File: config.mk
export PLATFORM = sky130hd
export DESIGN_NAME = jzjpcc_fetch_unit
export DESIGN_NICKNAME = d
export VERILOG_FILES = /design/src/rtl/jzjpcc_fetch_unit.sv
export SDC_FILE = /design/constraint.sdc
export NUM_CORES = 1
export LEC_CHECK = 0
export BUFFER_PORTS_ARGS = -buffer_cell sky130_fd_sc_hd__clkbuf_2
export CAP_MARGIN = 40
export CORE_MARGIN = 1
export CORE_UTILIZATION = 53
export CTS_BUF_LIST = sky130_fd_sc_hd__clkbuf_8
export CTS_CLUSTER_DIAMETER = 40
export DETAILED_ROUTE_END_ITERATION = 8
export GPL_ROUTABILITY_DRIVEN = 1
export PLACE_DENSITY = 0.86
export SYNTH_ARGS = -nofsm -noshare
export SYNTH_HDL_FRONTEND = slang
export SYNTH_SLANG_ARGS = --single-unit
File: constraint.sdc
create_clock -name clock -period 5.04 [get_ports clock]
set_input_delay 1.008 -clock clock [delete_from_list [all_inputs] [get_ports clock]]
set_output_delay 1.008 -clock clock [all_outputs]
set_load 0.05 [all_outputs]
File: src/rtl/jzjpcc_fetch_unit.sv
// Instruction fetch stage: fetch PC, in-order imem requests, response queue and IF/ID register.
// Optional perf counters under JZJPCC_FETCH_PERF_COUNTERS_EN.
module jzjpcc_fetch_unit #(
    parameter logic [31:0] RESET_VECTOR = 32'h00000000,
    parameter int          QUEUE_DEPTH  = 2
) (
    input  logic        clock,
    input  logic        reset_n,
    input  logic        stall_fetch,
    input  logic        stall_decode,
    input  logic        flush_decode,
    input  logic [31:0] pcCTTarget,
    output logic        imemReqValid,
    output logic [31:0] imemReqAddr,
    input  logic        imemReqReady,
    input  logic        imemRespValid,
    input  logic [31:0] imemRespData,
    output logic [31:0] instruction_decode,
    output logic [31:0] pc_decode,
    output logic        valid_decode
`ifdef JZJPCC_FETCH_PERF_COUNTERS_EN
    ,
    output logic [31:0] perfRedirects,
    output logic [31:0] perfBubbles
`endif
);
    localparam int          PTR_W = $clog2(QUEUE_DEPTH);
    localparam int          CNT_W = PTR_W + 1;
    localparam logic [31:0] NOP   = 32'h00000013;

    logic [31:0]      fetch_pc;
    logic [31:0]      resp_pc;
    logic [CNT_W-1:0] inflight;
    logic [CNT_W-1:0] drop_count;
    logic [CNT_W-1:0] q_count;
    logic [PTR_W-1:0] rd_ptr;
    logic [PTR_W-1:0] wr_ptr;
    logic [31:0]      q_pc    [QUEUE_DEPTH];
    logic [31:0]      q_instr [QUEUE_DEPTH];

    logic             redirect;
    logic             issue;
    logic             push;
    logic             pop;
    logic             bubble;
    logic [CNT_W:0]   credit_used;

    assign redirect    = flush_decode && !stall_decode;
    assign credit_used = {1'b0, inflight} + {1'b0, q_count};
    assign imemReqValid = reset_n && !stall_fetch && !redirect
                          && (credit_used < (CNT_W + 1)'(QUEUE_DEPTH));
    assign imemReqAddr = fetch_pc;
    assign issue       = imemReqValid && imemReqReady;
    // Responses still owed to a pre-redirect request are dropped via drop_count.
    assign push        = imemRespValid && !redirect && (drop_count == '0);
    assign pop         = !redirect && !stall_decode && (q_count != '0);
    assign bubble      = redirect || (!stall_decode && (q_count == '0));

    always_ff @(posedge clock or negedge reset_n) begin
        if (!reset_n) begin
            fetch_pc   <= RESET_VECTOR;
            resp_pc    <= RESET_VECTOR;
            inflight   <= '0;
            drop_count <= '0;
        end else begin
            if (redirect) begin
                fetch_pc <= pcCTTarget;
                resp_pc  <= pcCTTarget;
            end else begin
                if (issue) fetch_pc <= fetch_pc + 32'd4;
                if (push)  resp_pc  <= resp_pc + 32'd4;
            end
            inflight <= inflight + CNT_W'(issue) - CNT_W'(imemRespValid);
            if (redirect)
                drop_count <= inflight - CNT_W'(imemRespValid);
            else if (imemRespValid && (drop_count != '0))
                drop_count <= drop_count - CNT_W'(1);
        end
    end

    always_ff @(posedge clock or negedge reset_n) begin
        if (!reset_n) begin
            rd_ptr  <= '0;
            wr_ptr  <= '0;
            q_count <= '0;
        end else if (redirect) begin
            rd_ptr  <= '0;
            wr_ptr  <= '0;
            q_count <= '0;
        end else begin
            if (push) wr_ptr <= wr_ptr + PTR_W'(1);
            if (pop)  rd_ptr <= rd_ptr + PTR_W'(1);
            q_count <= q_count + CNT_W'(push) - CNT_W'(pop);
        end
    end

    always_ff @(posedge clock) begin
        if (push) begin
            q_pc[wr_ptr]    <= resp_pc;
            q_instr[wr_ptr] <= imemRespData;
        end
    end

    always_ff @(posedge clock or negedge reset_n) begin
        if (!reset_n) begin
            instruction_decode <= NOP;
            pc_decode          <= 32'h0;
            valid_decode       <= 1'b0;
        end else if (bubble) begin
            instruction_decode <= NOP;
            valid_decode       <= 1'b0;
        end else if (pop) begin
            instruction_decode <= q_instr[rd_ptr];
            pc_decode          <= q_pc[rd_ptr];
            valid_decode       <= 1'b1;
        end
    end

`ifdef JZJPCC_FETCH_PERF_COUNTERS_EN
    always_ff @(posedge clock or negedge reset_n) begin
        if (!reset_n) begin
            perfRedirects <= 32'h0;
            perfBubbles   <= 32'h0;
        end else begin
            if (redirect) perfRedirects <= perfRedirects + 32'd1;
            if (bubble)   perfBubbles   <= perfBubbles + 32'd1;
        end
    end
`endif

endmodule

* Yosys cells after proc, flatten, opt, wreduce, memory -nomap -nowiden
Memories as Yosys holds them, arrays and structs flattened. A register that Yosys moved wholly into a read port is not among the register bits. Cells that the tools add are included. Widths: inputs -> output; s select.
Storage, ports and cells: register bits after elaboration 105, logic and storage cells 67, memory bits (writable) 128, memories 2, bits in latches 0, output and inout port bits 98, input port bits 71, ROM bits 0
Cells by class: div/mod/pow operators 0, multipliers 0, bitwise operators 1, eq/ne operators 0, order comparisons 1, muxes and demuxes 17, shifts and indexed selects 0, reduce and logical (&&, ||, !) cells 26, add/subtract/negate cells 11
Memories:
- q_instr | depth 2, width 32, rd ports 1, clocked after memory_dff 0, wr ports 1, RTL line 39 | logic [31:0] q_instr [QUEUE_DEPTH];
- q_pc | depth 2, width 32, rd ports 1, clocked after memory_dff 1, wr ports 1, RTL line 38 | logic [31:0] q_pc [QUEUE_DEPTH];
Operator list (number):
- $mux 32 | 6
- $add 32x3->32 const B | 2
- $reduce_bool 2->1 | 7
- $logic_and 1x1->1 | 11
- $mux 1 | 8
- $mux 2 | 3
- $sub 2x1->2 | 3
- $add 2x1->2 | 2
- $logic_not 1->1 | 4
- $logic_not 2->1 | 2
- $add 2x2->3 | 1
- $lt 3x2->1 const B | 1
- $add 1x1->1 const B | 2
- $reduce_and 2->1 | 1
- $sub 2x1->2 const B | 1
- $logic_or 1x1->1 | 1
- $not 1->1 | 1

* Longest topological paths before layout
word-level depth 8, depth in mapped cells 11, mapped depth without buffers 10

* Worst setup path after synthesis
Ideal clock, no wire load.
kind in2reg, start input stall_decode, end memory q_instr[0][0] (enable), slack -0.114 ns, path buffers 3, setup time 0.486 ns, data required time 4.554 ns, arrival time 4.668 ns, stages 6, cell sequence clkbuf_1 -> nand2b_1 -> clkbuf_1 -> clkbuf_1 -> nand3_1 -> nor2_1
Between the ends: cells in the longest elaborated chain, start to end 7
RTL lines:
- start: declaration | RTL line 10 | input logic stall_decode,
- $logic_not 1->1 | RTL line 48 | assign redirect = flush_decode && !stall_decode;
- $logic_and 1x1->1 | RTL line 48
- $logic_not 1->1 | RTL line 55 | assign push = imemRespValid && !redirect && (drop_count == '0);
- $logic_and 1x1->1 (2 in series) | RTL line 55
- $mux 1 | RTL line 98 | if (push) begin
- $mux 1 (implied by the code) | RTL line 100 | q_instr[wr_ptr] <= imemRespData;
- end: declaration | RTL line 39
No other way between the ends.

* Final worst setup path
start register q_count[0], end output imemReqValid
Between the ends: cells in the longest elaborated chain, start to end 3
RTL lines:
- start: declaration | RTL line 35 | logic [CNT_W-1:0] q_count;
- start signal: assignment | RTL line 93 | q_count <= q_count + CNT_W'(push) - CNT_W'(pop);
- $add 2x2->3 | RTL line 49 | assign credit_used = {1'b0, inflight} + {1'b0, q_count};
- $lt 3x2->1 | RTL line 51 | && (credit_used < (CNT_W + 1)'(QUEUE_DEPTH));
- $logic_and 1x1->1 | RTL line 51
- end: declaration | RTL line 13 | output logic imemReqValid,
No other way between the ends.

==> metrics list <==
- Run status: finished clean
- Crit-path max FO: 4
* Sequential group share of total power: 44.7%
* Number of cells on the worst reg-to-reg path: 7
* Number of global-route vias before repair: 6753
- Worst-margin pin slew: 0.844 ns
- At the end of the flow, the number of nets in the layout was 1080.
- For this block, the routed nets add up to 21.6 mm of wire.
- Proportion of register bits with asynchronous set or reset after synthesis: 51.3%
- Entering global routing, the biggest net connects 97 pins.
- Flip-flop and latch area: 7230 sq um
* Synth cell types: 37
- P&R area growth vs syn: 19.3%
- Counting every net in the synthesized netlist gives 894.
* Most used cells in the layout excluding fill and tap cells: 167 x sky130_fd_sc_hd__clkbuf_2, 131 x sky130_fd_sc_hd__dfrtp_1, 128 x sky130_fd_sc_hd__edfxtp_1
* Number of clock buffers inserted by TritonCTS: 43
* Clock latency on the worst-skew pair: 0.53 ns
- Comb power frac: 29.5%
- Met3 demand-to-capacity share in global routing: 4.39%
* Antenna violations before repair: 0
- Unrepaired setup endpoints after global routing: no
- Initial core utilization: 53.9%
- TritonCTS built the clock tree.
- At the worst endpoint, the required time is 4.03 ns.
- After layout, the design draws a total of 0.00681 W.
- Post-CTS sizing: 0
- Final hold slack: 0.403 ns
- Post-CTS Hold Fix Bufs: 0
- Top Ports: 169
* Maximum clock rate: 266 MHz
- The share of the Yosys chip area taken by registers is 68.8%.
* Total cell area at the placement stage: 11700 sq um
- For the worst setup path, the data arrival time is 2.75 ns.
- The tightest min-delay check is of the in -> async type.
* Overall die area: 20400 sq um
* Internal cell power: 0.00424 W
* Post-CTS clock slew at the launch and capture registers of the worst setup and hold paths: 0.06 ns
- For this design, the sink count on the clock tree is 263.
- Measured on the finished design, the core utilization comes to 64.4%.
* Via count normalized by instance count: 5.36
- In the routed design, unresolved DRC markers number 0.
- Standard cell core area: 19500 sq um
- Largest cells by area after synthesis: sky130_fd_sc_hd__edfxtp_1 37%, sky130_fd_sc_hd__dfrtp_1 31%, sky130_fd_sc_hd__mux2i_1 6.2%, sky130_fd_sc_hd__xor2_1 3.7%, sky130_fd_sc_hd__nand2_1 3.3%
- The number of antenna diodes in the final layout is 0.
- Number of synthesized flops with an enable pin: 128
- Port buffering added 168 buffers.
- In this run the critical register-to-register path is launched from q_count[0].
- Headroom to the max-slew limit came out at 43.7%.
- The congestion estimate from routability-driven global placement came to 0.850.
- Of all cell types, the one taking the most synthesized area is sky130_fd_sc_hd__edfxtp_1.
* Total standard cell area after synthesis: 10500 sq um
* Grt met2 use: 34.8%
- Worst vdd ir: 230 uV
* Number of rows in the core area: 51
* Count of H-tree levels built during CTS: 2
- Averaged over all synthesized cells, the footprint is 12.9 sq um.
- Prevailing post-synth register cell: sky130_fd_sc_hd__dfrtp_1
- Warnings, synthesis: 0
* Buffers from clock root to sink, at most: 3
- Setup violation total in the final timing report: 0
- The cell count after synthesis came out at 814.
* Pwr dens: 544 nW/um^2
- Commonest non-fill, non-tap cell in the layout: sky130_fd_sc_hd__clkbuf_2
- Final period utilization: 74.6%
* Startpoint of the most critical setup path: q_count[0]
* Total leakage power: 5.15 nW
* Placed wire-length estimate after detailed placement: 14.4 mm
- Share of total power consumed by net switching: 37.8%
* Antenna violation net count after detailed routing: 0
* Per-cell routed wire length: 16.7 microns
* Final Hold Fails: 0
- Yosys reg bits: 263
- Max-cap violations in this run came to 0.
- The first detailed-routing pass took 4 iterations.
* Postcts setup bufs: 0
* Non-filler cells in the finished layout: 1299
* Fraction of synthesized cell area taken by the top area cell type: 36.6%
- Summing all non-filler instances in the final layout gives an area of 12500 sq um.
- After the first detailed-routing iteration, the DRC count stood at 343.
- Global routing consumed, over all layers together, 21.8% of the routing resources.
- The global routing stage identified its most utilized layer as met2.
* First-pass GRT wire length: 34.1 mm
- The clock period could shrink to 3.76 ns.
- Sort of element at the start of the critical path: flop
* Switching Power: 0.00257 W
- Met1 routing resource usage after global routing: 28.9%
- Via Count: 6957
- Global routing finished with a remaining overflow of 0.
- Library cell used as clock root buffer: sky130_fd_sc_hd__clkbuf_8
- Area occupied by multi-input gates: 3100 sq um
- The max-slew violation total from the final report is 0.
- Post-placement cell count: 1220
- Layout Skew: 0.0217 ns
- Clock network fraction of design power: 25.8%
- Share of final-layout standard cells stronger than drive strength 1: 24.3%
- Y dimension of the die: 143 microns
* CP endpoint kind: output port
* Fill cells: 1491
- Start-to-end type of the worst setup path: reg -> out
- Die width: 143 microns
==> metal layers <==
| metal | wire, microns | vias up |
|---|---|---|
| met5 | 0 | - |
| li1 | - | 3284 |
| met2 | 10100 | 214 |
| met1 | 9660 | 3401 |
| met4 | 672 | 0 |
| met3 | 1190 | 58 |
==> registers in the layout (all words and copies together), names as in the netlist <==
register            flops
q_instr                64
q_pc                   64
instruction_decode     32
pc_decode              32
imemReqAddr            31
resp_pc                31
drop_count              2
inflight                2
q_count                 2
rd_ptr                  1
valid_decode            1
wr_ptr                  1
==> synth_stat cells, types with 11 or more instances <==
library cell,instances
sky130_fd_sc_hd__xnor2_1,15
sky130_fd_sc_hd__dfrtp_1,132
sky130_fd_sc_hd__nand3_1,35
sky130_fd_sc_hd__mux2i_1,65
sky130_fd_sc_hd__nand2_1,91
sky130_fd_sc_hd__nor2_1,49
sky130_fd_sc_hd__inv_1,11
sky130_fd_sc_hd__clkbuf_1,33
sky130_fd_sc_hd__a21oi_1,57
sky130_fd_sc_hd__nand4_1,20
sky130_fd_sc_hd__edfxtp_1,128
sky130_fd_sc_hd__o21ai_0,67
sky130_fd_sc_hd__xor2_1,44
==> power by group through the flow <==
stage | clock [W] | sequential (W) | combinational [W]
after floorplan | 0 | 0.00372 | 0.000807
after global placement | 0 | 0.00313 | 0.00189
after detailed placement | 0 | 0.00309 | 0.00202
after CTS | 0.00180 | 0.00305 | 0.00203
after global routing | 0.00189 | 0.00310 | 0.00216
final | 0.00175 | 0.00304 | 0.00201
==> cell type report <==
cell class / count / area share [%]
Clock inverter: 29 / 1.17
Multi-Input combinational cell: 499 / 24.7
Clock buffer: 50 / 5.49
Inverter: 11 / 0.330
Timing Repair Buffer: 182 / 7.92
Tap cell: 265 / 2.65
Sequential cell: 263 / 57.7
==> critical path: stages, from the launching register on <==
cell,delay (ns)
sky130_fd_sc_hd__dfrtp_1,0.43
sky130_fd_sc_hd__and2_1,0.17
sky130_fd_sc_hd__fa_1,0.46
sky130_fd_sc_hd__or4b_1,0.69
sky130_fd_sc_hd__nor2_1,0.18
sky130_fd_sc_hd__clkbuf_2,0.30
==> kinds of logic after synthesis <==
family | synth area share, %
flip-flops | 68.8
AND/OR/NAND/NOR | 10.4
multiplexers | 6.20
adder cells (fa/ha/maj) | 1.14
XOR/XNOR | 4.92
AO/OA/AOI/OAI | 6.53
buffers and inverters | 1.94
==> worst paths after layout <==
kind	to	slack (ns)
max in group asynchronous	instruction_decode[26]	3.58
worst max-delay path	imemReqValid	1.28
worst max register to register	imemReqAddr[24]	1.79
worst min-delay path	rd_ptr	0.40
worst min register to register	pc_decode[21]	0.48
min in group clock	pc_decode[21]	0.48
==> stage by stage <==
| step | setup WS [ns] | setup TNS, ns |
|---|---|---|
| 6_report | 1.28 | 0 |
| 5_1_grt | 1.21 | 0 |
| 4_1_cts | 1.26 | 0 |
| 3_5_place_dp | 1.53 | 0 |
| 3_3_place_gp | 1.53 | 0 |
| 2_1_floorplan | -0.114 | -14.59 |
Note: power is estimated with default switching activity, not from simulation.
